**src/rtl/time_set_controller.sv**
```systemverilog
// time_set_controller: owns the mm:ss time registers and advances them once per
// second in RUN. Three debounced pushbuttons cycle the mode and edit the selected
// field, and a blink mask flashes the field being edited. All logic runs on
// CLK100MHZ using clock enables only.
module time_set_controller #(
    parameter int unsigned TICK_DIV  = 100_000_000,
    parameter int unsigned DB_CYCLES = 1_000_000,
    parameter int unsigned BLINK_DIV = 25_000_000
) (
    input  logic       CLK100MHZ,
    input  logic       R,
    input  logic       BTN_MODE,
    input  logic       BTN_UP,
    input  logic       BTN_DOWN,
    output logic [5:0] minutes,
    output logic [5:0] seconds,
    output logic [1:0] MODE,
    output logic [3:0] BLANK,
    output logic       TICK
);
    localparam int unsigned PW = $clog2(TICK_DIV);
    localparam int unsigned DW = $clog2(DB_CYCLES);
    localparam int unsigned BW = $clog2(BLINK_DIV);

    localparam logic [PW-1:0] PRESC_LAST = PW'(TICK_DIV - 1);
    localparam logic [DW-1:0] DB_LAST    = DW'(DB_CYCLES - 1);
    localparam logic [BW-1:0] BLINK_LAST = BW'(BLINK_DIV - 1);

    // Button lanes inside the 3-bit vectors
    localparam int BI_MODE = 0;
    localparam int BI_UP   = 1;
    localparam int BI_DN   = 2;

    typedef enum logic [1:0] {
        ST_RUN     = 2'b00,
        ST_SET_MIN = 2'b01,
        ST_SET_SEC = 2'b10
    } state_e;

    // Modulo-60 step helpers shared by RUN counting and the set modes
    function automatic logic [5:0] inc60(input logic [5:0] v);
        if (v >= 6'd59) begin
            inc60 = 6'd0;
        end else begin
            inc60 = v + 6'd1;
        end
    endfunction

    function automatic logic [5:0] dec60(input logic [5:0] v);
        if (v == 6'd0) begin
            dec60 = 6'd59;
        end else begin
            dec60 = v - 6'd1;
        end
    endfunction

    // Button path state
    logic [2:0]    btn_raw_s;
    logic [2:0]    sync1_q, sync2_q;
    logic [2:0]    db_q, db_d;
    logic [2:0]    db_prev_q;
    logic [DW-1:0] db_cnt_q [3];
    logic [DW-1:0] db_cnt_d [3];
    logic [2:0]    press_s;

    // Core state
    state_e        state_q, state_d;
    logic [5:0]    min_q, min_d;
    logic [5:0]    sec_q, sec_d;
    logic [PW-1:0] presc_q, presc_d;
    logic [BW-1:0] blink_cnt_q, blink_cnt_d;
    logic          phase_q, phase_d;
    logic [3:0]    blank_q, blank_d;
    logic          tick_q, tick_d;

    logic          edit_up_s, edit_dn_s, any_edit_s;

    assign btn_raw_s = {BTN_DOWN, BTN_UP, BTN_MODE};

    // A press is the cycle after the debounced level rose
    assign press_s    = db_q & ~db_prev_q;
    assign edit_up_s  = press_s[BI_UP] & ~press_s[BI_DN];
    assign edit_dn_s  = press_s[BI_DN] & ~press_s[BI_UP];
    assign any_edit_s = press_s[BI_UP] | press_s[BI_DN];

    // Debounce: count while the synced level differs, flip on the DB_CYCLES-th such cycle
    always_comb begin
        db_d = db_q;
        for (int i = 0; i < 3; i++) begin
            db_cnt_d[i] = {DW{1'b0}};
            if (sync2_q[i] != db_q[i]) begin
                if (db_cnt_q[i] == DB_LAST) begin
                    db_d[i]     = ~db_q[i];
                    db_cnt_d[i] = {DW{1'b0}};
                end else begin
                    db_cnt_d[i] = db_cnt_q[i] + DW'(1);
                end
            end else begin
                db_cnt_d[i] = {DW{1'b0}};
            end
        end
    end

    // Synchronizer, debounce counters and debounced levels
    always_ff @(posedge CLK100MHZ or negedge R) begin
        if (!R) begin
            sync1_q   <= 3'b000;
            sync2_q   <= 3'b000;
            db_q      <= 3'b000;
            db_prev_q <= 3'b000;
            for (int i = 0; i < 3; i++) begin
                db_cnt_q[i] <= {DW{1'b0}};
            end
        end else begin
            sync1_q   <= btn_raw_s;
            sync2_q   <= sync1_q;
            db_q      <= db_d;
            db_prev_q <= db_q;
            for (int i = 0; i < 3; i++) begin
                db_cnt_q[i] <= db_cnt_d[i];
            end
        end
    end

    // Next-state: mode FSM, time counting/editing, blink timing and blank mask
    always_comb begin
        state_d     = state_q;
        min_d       = min_q;
        sec_d       = sec_q;
        presc_d     = presc_q;
        tick_d      = 1'b0;
        blink_cnt_d = blink_cnt_q;
        phase_d     = phase_q;
        blank_d     = 4'b0000;

        // Edits follow the current state; the MODE transition happens alongside
        case (state_q)
            ST_RUN: begin
                if (presc_q == PRESC_LAST) begin
                    presc_d = {PW{1'b0}};
                    tick_d  = 1'b1;
                    if (sec_q >= 6'd59) begin
                        sec_d = 6'd0;
                        min_d = inc60(min_q);
                    end else begin
                        sec_d = sec_q + 6'd1;
                    end
                end else begin
                    presc_d = presc_q + PW'(1);
                end
                if (press_s[BI_MODE]) begin
                    state_d = ST_SET_MIN;
                end else begin
                    state_d = ST_RUN;
                end
            end
            ST_SET_MIN: begin
                presc_d = {PW{1'b0}};
                if (edit_up_s) begin
                    min_d = inc60(min_q);
                end else if (edit_dn_s) begin
                    min_d = dec60(min_q);
                end else begin
                    min_d = min_q;
                end
                if (press_s[BI_MODE]) begin
                    state_d = ST_SET_SEC;
                end else begin
                    state_d = ST_SET_MIN;
                end
            end
            ST_SET_SEC: begin
                presc_d = {PW{1'b0}};
                if (edit_up_s) begin
                    sec_d = inc60(sec_q);
                end else if (edit_dn_s) begin
                    sec_d = dec60(sec_q);
                end else begin
                    sec_d = sec_q;
                end
                if (press_s[BI_MODE]) begin
                    state_d = ST_RUN;
                end else begin
                    state_d = ST_SET_SEC;
                end
            end
            default: begin
                state_d = ST_RUN;
                presc_d = {PW{1'b0}};
            end
        endcase

        // Blink restarts visible on any mode change or edit, free-runs only while setting
        if (press_s[BI_MODE]) begin
            blink_cnt_d = {BW{1'b0}};
            phase_d     = 1'b1;
        end else if (state_q != ST_RUN && any_edit_s) begin
            blink_cnt_d = {BW{1'b0}};
            phase_d     = 1'b1;
        end else if (state_q != ST_RUN) begin
            if (blink_cnt_q == BLINK_LAST) begin
                blink_cnt_d = {BW{1'b0}};
                phase_d     = ~phase_q;
            end else begin
                blink_cnt_d = blink_cnt_q + BW'(1);
            end
        end else begin
            blink_cnt_d = {BW{1'b0}};
        end

        // Mask derived from next-state values so it lines up with MODE
        case (state_d)
            ST_SET_MIN: blank_d = {~phase_d, ~phase_d, 2'b00};
            ST_SET_SEC: blank_d = {2'b00, ~phase_d, ~phase_d};
            default:    blank_d = 4'b0000;
        endcase
    end

    // Core registers; every output comes straight from one of these
    always_ff @(posedge CLK100MHZ or negedge R) begin
        if (!R) begin
            state_q     <= ST_RUN;
            min_q       <= 6'd0;
            sec_q       <= 6'd0;
            presc_q     <= {PW{1'b0}};
            blink_cnt_q <= {BW{1'b0}};
            phase_q     <= 1'b0;
            blank_q     <= 4'b0000;
            tick_q      <= 1'b0;
        end else begin
            state_q     <= state_d;
            min_q       <= min_d;
            sec_q       <= sec_d;
            presc_q     <= presc_d;
            blink_cnt_q <= blink_cnt_d;
            phase_q     <= phase_d;
            blank_q     <= blank_d;
            tick_q      <= tick_d;
        end
    end

    assign minutes = min_q;
    assign seconds = sec_q;
    assign MODE    = state_q;
    assign BLANK   = blank_q;
    assign TICK    = tick_q;

endmodule

```
**config.mk**
```make
export PLATFORM = sky130hd
export DESIGN_NAME = time_set_controller
export DESIGN_NICKNAME = d
export VERILOG_FILES = /design/src/rtl/time_set_controller.sv
export SDC_FILE = /design/constraint.sdc
export NUM_CORES = 1
export LEC_CHECK = 0
export BUFFER_PORTS_ARGS = -buffer_cell sky130_fd_sc_hd__buf_2
export CORE_ASPECT_RATIO = 1.4
export CORE_MARGIN = 4
export CORE_UTILIZATION = 45
export CTS_CLUSTER_SIZE = 12
export DETAILED_ROUTE_END_ITERATION = 8
export PLACE_DENSITY = 0.6
export SETUP_SLACK_MARGIN = 0.3
export SYNTH_ARGS = -nofsm -noshare
export SYNTH_HDL_FRONTEND = slang
export SYNTH_SLANG_ARGS = --single-unit
```
**constraint.sdc**
```tcl
create_clock -name CLK100MHZ -period 2.42 [get_ports CLK100MHZ]
set_input_delay 0.363 -clock CLK100MHZ [delete_from_list [all_inputs] [get_ports CLK100MHZ]]
set_output_delay 0.363 -clock CLK100MHZ [all_outputs]
set_load 0.01 [all_outputs]
```
==> summary.txt, run 1 <==
Outcome
  • Outcome: complete, no violations

Logic synthesis
  • Largest family of logic cells by synthesized area: simple AND/OR/NAND/NOR gates
  • Cell variety after synth: 53
  • Post-synthesis mux area share: 0.7454%
  • Syn_nets: 770
  • Synth area leaders: dfrtp_1 49%, nor2_1 7.6%, xnor2_1 6.6%
  • Post-Syn Instances: 750
  • Register area share after synthesis: 49.23%
  • Post-Syn Area: 7218 um^2
  • Yosys Warn Count: 0
  • #FFs+latches synth: 142
  • Post-synthesis compound-gate area fraction: 6.032%
  • Area leader, netlist: dfrtp_1
  • Adder-cell share of the synthesized area: 2.600%
  • Number of synthesized flops with an enable pin: 0
  • Xor/xnor share of the synthesized area: 12.74%
  • Synth Area in Simple Gates: 25.98%
  • Post-synth top flop: dfrtp_1
  • Syn_area_per_cell: 9.624 um^2
  • Yosys top cell area share: 49.23%
  • Async set-reset flop share out of synthesis: 100.0%

Critical path
  • Critical-path maximum fanout: 6
  • Req. time, crit path: 2.74 ns
  • WS Path Type: flop to flop
  • Setup crit end kind: flop
  • CP Launch Type: flop
  • Critical Path AT: 2.40 ns

Detailed routing
  • Wirelength per Cell: 14.46 um
  • Final wirelength: 14.42 mm
  • Pre-antenna DRT Iters: 6
  • ANT nets after route: 0
  • DR DRC count: 0
  • First-iteration detailed-routing DRC count: 426
  • Via/cell ratio: 5.488
  • Via count: 5,472

STA
  • RSZ-0062 raised after global routing: true
  • Worst slew margin: 60.06%
  • Final hold violations: 0
  • Highest clock rate: 0.4810 GHz
  • Worst Skew: 0.006966 ns
  • Minimum clock period: 2.079 ns
  • Final period utilization: 85.91%
  • Setup TNS: 0 ns
  • Max-slew violation count: 0
  • Slew at the pin closest to its max-slew limit: 0.5991 ns
  • Final setup violation count: 0

Power and ir drop
  • Peak supply drop: 0.4320 mV
  • Switching share of total power: 21.05%
  • Clock power frac: 50.7%
  • Internal power: 4013 uW
  • Cell Pwr Density: 609.5 nW/um^2
  • Leak: 0.003593 uW
  • Combinational power share: 2.0%
  • Seq pwr share: 47.4%
  • Psw: 1070 uW
  • Final Power: 5083 uW

Placement
  • IO buf count: 23
  • Post-DP HPWL: 9.904 mm
  • RD Place Congestion: 0.8935

Min path
  • HP Class: primary input to flop

GRT
  • Vias in the first global route: 5,670
  • Global-route wire length before repair: 25.60 mm
  • Initial antenna violation count: 0
  • Overflow after GRT: 0
  • Global Route Usage Sum: 17.09%
  • Pin count of the biggest net entering global routing: 63

Die
  • Die height: 157.9 um
  • DIE AREA: 18,160 um^2
  • Initial core utilization: 46.05%
  • Core Area: 15,680 um^2
  • Std-Cell Rows: 54
  • Num ports: 24
  • Die span in x: 115.0 um

Clock tree
  • Root Buffer: clkbuf_16
  • TritonCTS clock tree: built
  • Num Clock Sinks: 142
  • Num CTS Buffers: 17
  • Max Buffers Root-to-Sink: 2
  • Clk Latency, worst-skew pair: 0.41 ns
  • CTS clock-pin slew for the worst setup and hold paths: 0.06 ns
  • H-tree levels: 4

Finish
  • Fin util: 53.20%
  • N_diodes: 0
  • Layout Nets: 809
  • Share of post-route cells with drive strength above 1: 13.86%
  • Layout area overhead: 15.53%
  • # fillers: 1,422

Job
  • Max_cap viols: 0
cell usage in the layout, fill, tap and decap left out, drive strengths merged, types with 11 or more instances in the layout:
master,instances
inv,23
nor2,147
nand3,47
xnor2,54
nand2,47
dfrtp,142
nor4,20
buf,44
a21oi,16
nand4,24
xor2,51
nor3,17
and4,11
ha,15
o21ai,11
and3,13
clkbuf,22
area by class of cell:
type	instances	area [um^2]	area share [%]
clock buffer	22	474.2	5.686
clock inverter	9	110.1	1.320
inverter	22	82.58	0.9902
multi-input combinational	561	3567	42.78
sequential	142	3555	42.63
tap	196	245.2	2.941
timing repair buffer	45	305.3	3.661
critical path: stages, from the launching register on:
cell     delay, ns
dfrtp_1       0.39
or4b_4        0.57
nor4_4        0.35
a31oi_4       0.19
or2_4         0.31
o31ai_2       0.17
registers in the layout, indices dropped and copies added (netlist names):
signal and count:
db_prev_q 3, presc_q 27, blink_cnt_q 25, db_q 3
TICK 1, sync1_q 3, minutes 6, phase_q 1
sync2_q 3, db_cnt_q 60, MODE 2, seconds 6
BLANK 2
kinds of logic after synthesis:
| kind of cell | after synthesis |
|---|---|
| buffers and inverters | 47 |
| multiplexers | 5 |
| AO/OA/AOI/OAI | 65 |
| adder cells (fa/ha/maj) | 15 |
| XOR/XNOR | 105 |
| flip-flops | 142 |
| AND/OR/NAND/NOR | 371 |
routing by layer:
layer	vias to the layer above	part of all wire (%)	track usage (%)
li1	2657	-	-
met1	2680	43	20.47
met2	108	52	29.88
met3	27	3.4	3.709
met4	0	1.9	6.488
met5	-	0	0
path summary, 6_finish.rpt:
path / startpoint / to / slack (ns) / cells after the start
min reg2reg: sync1_q[2] / sync2_q[2] / 0.35 / 0
max reg2reg: presc_q[17] / seconds[0] / 0.34 / 5
min in group asynchronous: R / minutes[1] / 0.49 / 2
max in group asynchronous: R / sync1_q[2] / 1.20 / 3
max: presc_q[17] / seconds[0] / 0.34 / 5
min: BTN_MODE / sync1_q[0] / 0.05 / 1
cells in the mapped netlist (4+ instances only):
cell type	number
dfrtp_1	142
nand3_1	47
and3_1	13
o21ai_0	10
nor4_1	18
nand2b_1	5
ha_1	15
or2_2	7
xor2_1	51
nor3b_1	6
xnor2_1	54
inv_1	22
or3_1	4
nor3_1	17
o31ai_1	10
nand2_1	47
buf_2	7
nand4_1	24
nor2b_1	4
a21oi_1	16
and4_1	10
or3b_2	4
nor2_1	147
a31oi_1	9
clkbuf_1	14
power by group through the flow:
stage | combinational (uW) | clock (uW) | sequential (uW)
3_5_place_dp | 104 | 0 | 2450
5_1_grt | 120 | 2740 | 2410
2_1_floorplan | 37.9 | 0 | 2450
4_1_cts | 106 | 2640 | 2410
6_report | 100 | 2570 | 2410
3_3_place_gp | 99.9 | 0 | 2450
repair_timing:
action	4_1_cts	5_1_grt
pin swaps	7	8
hold endpoints to repair	59	0
gates resized for setup	12	14
buffers inserted	3	2
hold buffers	1	0
endpoints found under the setup margin	6	32
through the flow:
step	cell area [um^2]	setup WS, ns	hold WS (ns)	std cells
final	8339	0.3410	0.05454	997
after floorplan	7218	0.3110	0.06741	750
after global placement	7607	0.2422	0.3361	960
after global routing	8339	0.2352	0.03774	997
after CTS	8272	0.2954	0.03966	995
after detailed placement	7607	0.1832	0.3411	960
Power figures use the tool's default switching activity.
==> run 2, diff against run 1 <==
--- a/config.mk
+++ b/config.mk
@@ -7,11 +7,12 @@
 export LEC_CHECK = 0
 export BUFFER_PORTS_ARGS = -buffer_cell sky130_fd_sc_hd__buf_2
 export CORE_ASPECT_RATIO = 1.4
-export CORE_MARGIN = 4
+export CORE_MARGIN = 1.5
 export CORE_UTILIZATION = 45
 export CTS_CLUSTER_SIZE = 12
 export DETAILED_ROUTE_END_ITERATION = 8
 export PLACE_DENSITY = 0.6
+export RECOVER_POWER = 100
 export SETUP_SLACK_MARGIN = 0.3
 export SYNTH_ARGS = -nofsm -noshare
 export SYNTH_HDL_FRONTEND = slang
==> summary.txt, run 2 (synthesized netlist as in run 1, its figures left out) <==
Outcome
  • Outcome: finished, violations left
  • Failing checks: capacitance limit, slew limit

Detailed routing
  • Via count: 5,394 (-1.4%)
  • Pre-antenna DRT Iters: 5 (-1)
  • Final wirelength: 14.52 mm (+0.69%)
  • Wirelength per Cell: 14.53 um (+0.48%)
  • First-iteration detailed-routing DRC count: 344 (-19%)
  • ANT nets after route: 0 (unchanged)
  • DR DRC count: 0 (unchanged)
  • Via/cell ratio: 5.399 (-1.6%)

Finish
  • Multi-input logic area: 3527 um^2 (-1.1%)
  • Fin util: 52.98% (-0.22 points)
  • Commonest non-fill, non-tap cells in the layout: 146 x nor2_1, 142 x dfrtp_1, 54 x xnor2_1
  • Share of post-route cells with drive strength above 1: 10.96% (-2.9 points)
  • # fillers: 1,412 (-0.70%)
  • Layout Nets: 810 (+0.12%)
  • Layout Cells excl Fill: 999 (+0.20%)
  • Leading cell type in the layout, fill and taps excluded: nor2_1
  • Largest register by flop count: db_cnt_q
  • Seq. cell area: 3553 um^2 (about the same)
  • Regs by FF count: db_cnt_q x60, presc_q x27, blink_cnt_q x25
  • N_diodes: 0 (unchanged)
  • Largest register FFs: 60 (unchanged)
  • Layout area overhead: 14.56%

GRT
  • Global route hottest layer: met2
  • Global Route Usage Sum: 18.51% (+1.4 points)
  • Vias in the first global route: 5,410 (-4.6%)
  • Initial antenna violation count: 0 (unchanged)
  • Overflow after GRT: 0 (unchanged)
  • Met1 Use GR: 23.62% (+3.1 points)
  • GR Util met2: 30.58% (+0.70 points)
  • Global-route wire length before repair: 24.90 mm (-2.8%)
  • Met3 Use GR: 3.667% (-0.042 points)
  • Pin count of the biggest net entering global routing: 58 (-7.9%)

Critical path
  • Cell Chain, Critical Path: or4b_1, nor4_4, buf_4, clkbuf_4, a31oi_2, nor2_4, mux2i_1
  • Req. time, crit path: 2.76 ns (+0.02 ns)
  • WS Path Type: flop to flop
  • Critical Path AT: 2.53 ns (+0.13 ns)
  • CP delay by family, top: simple AND/OR/NAND/NOR gates
  • Slowest cell on crit path: or4b_1
  • Worst Setup SP: presc_q[12]
  • CP Launch Type: flop
  • Critical-path maximum fanout: 5 (-1)
  • R2R Path Start: presc_q[12]
  • Slowest stage delay, CP: 0.60 ns (+0.03 ns)
  • Buf+Inv Stages, Crit Path: 2 (+2)
  • Setup crit end kind: flop

Power and ir drop
  • Peak supply drop: 0.4420 mV (+2.3%)
  • Cell Pwr Density: 604.4 nW/um^2 (-0.84%)
  • Leak: 0.003502 uW (-2.5%)
  • Final Power: 4998 uW (-1.7%)

STA
  • Setup TNS: 0 ns (unchanged)
  • Max-slew violation count: 57 (+57)
  • Setup ws final: 0.2313 ns (-0.1098 ns)
  • Final setup violation count: 0 (unchanged)
  • Final hold violations: 0 (unchanged)
  • Slew at the pin closest to its max-slew limit: 1.554 ns (+0.9545 ns)
  • Worst Skew: 0.005886 ns (-0.001080 ns)
  • RSZ-0062 raised after global routing: true
  • Final period utilization: 90.44% (+4.5 points)
  • Minimum clock period: 2.189 ns (+0.1098 ns)
  • Highest clock rate: 0.4569 GHz (-5.0%)
  • Worst slew margin: -3.574% (-64 points)

Die
  • Initial core utilization: 46.25% (+0.20 points)
  • Num ports: 24 (unchanged)
  • Core Area: 15,610 um^2 (-0.43%)
  • Std-Cell Rows: 54 (unchanged)
  • Die span in x: 110.0 um (-4.3%)
  • DIE AREA: 16,820 um^2 (-7.4%)
  • Die height: 152.9 um (-3.2%)

Placement
  • Pre-CTS setup slack: 0.2633 ns (+0.08018 ns)
  • Placed cells: 962 (+0.21%)
  • IO buf count: 23 (unchanged)
  • RD Place Congestion: 0.8459 (-5.3%)
  • Post-DP HPWL: 9.685 mm (-2.2%)

Clock tree
  • TritonCTS clock tree: built
  • Max Buffers Root-to-Sink: 2 (unchanged)
  • H-tree levels: 4 (unchanged)
  • Num Clock Sinks: 142 (unchanged)
  • Root Buffer: clkbuf_16
  • Num CTS Buffers: 17 (unchanged)
  • Clk Latency, worst-skew pair: 0.42 ns (about the same)
  • CTS clock-pin slew for the worst setup and hold paths: 0.06 ns (about the same)

Job
  • Max_cap viols: 1 (+1)

Min path
  • HP Class: primary input to flop
  • Startpoint of the worst hold path: BTN_UP
run 2: report_power, final:
part / internal (uW) / total [uW] / switching (uW)
Sequential: 2390 / 2410 / 15.1
Combinational: 24.1 / 98.4 / 74.3
Clock: 1470 / 2490 / 1020
Total: 3880 / 5000 / 1110
run 2: per-layer routing:
layer  up-vias  part of all wire (%)
li1       2664                     -
met2        68                    51
met5         -                     0
met4         0                   1.5
met1      2643                    45
met3        19                   2.9
run 2: layout make-up:
class / instances / area share, %
clock buffer: 19 / 5.477
clock inverter: 13 / 1.377
inverter: 22 / 0.9986
multi-input combinational: 561 / 42.65
sequential: 142 / 42.97
tap: 196 / 2.966
timing repair buffer: 46 / 3.556
run 2: timing repair:
action / CTS / global route
setup buffers: 0 / 4
hold buffers: 1 / 0
pin swaps: 0 / 9
gates resized for setup: 3 / 22
endpoints found under the hold margin: 54 / 0
setup endpoints to repair: 5 / 51
run 2: stage by stage:
stage	instance area, um^2	hold slack (ns)
detailed placement	7635	0.3379
floorplan	7218	0.06741
CTS	8215	0.02683
global placement	7635	0.3356
global route	8269	0.03358
finish	8269	0.05154
run 2: path summary, 6_finish.rpt:
check	end	slack, ns	depth (start not counted)
min in group asynchronous	minutes[0]	0.84	2
min	sync1_q[1]	0.05	1
min reg2reg	sync2_q[0]	0.35	0
max in group asynchronous	db_cnt_q[46]	0.43	3
max	minutes[1]	0.23	7
max reg2reg	minutes[1]	0.23	7
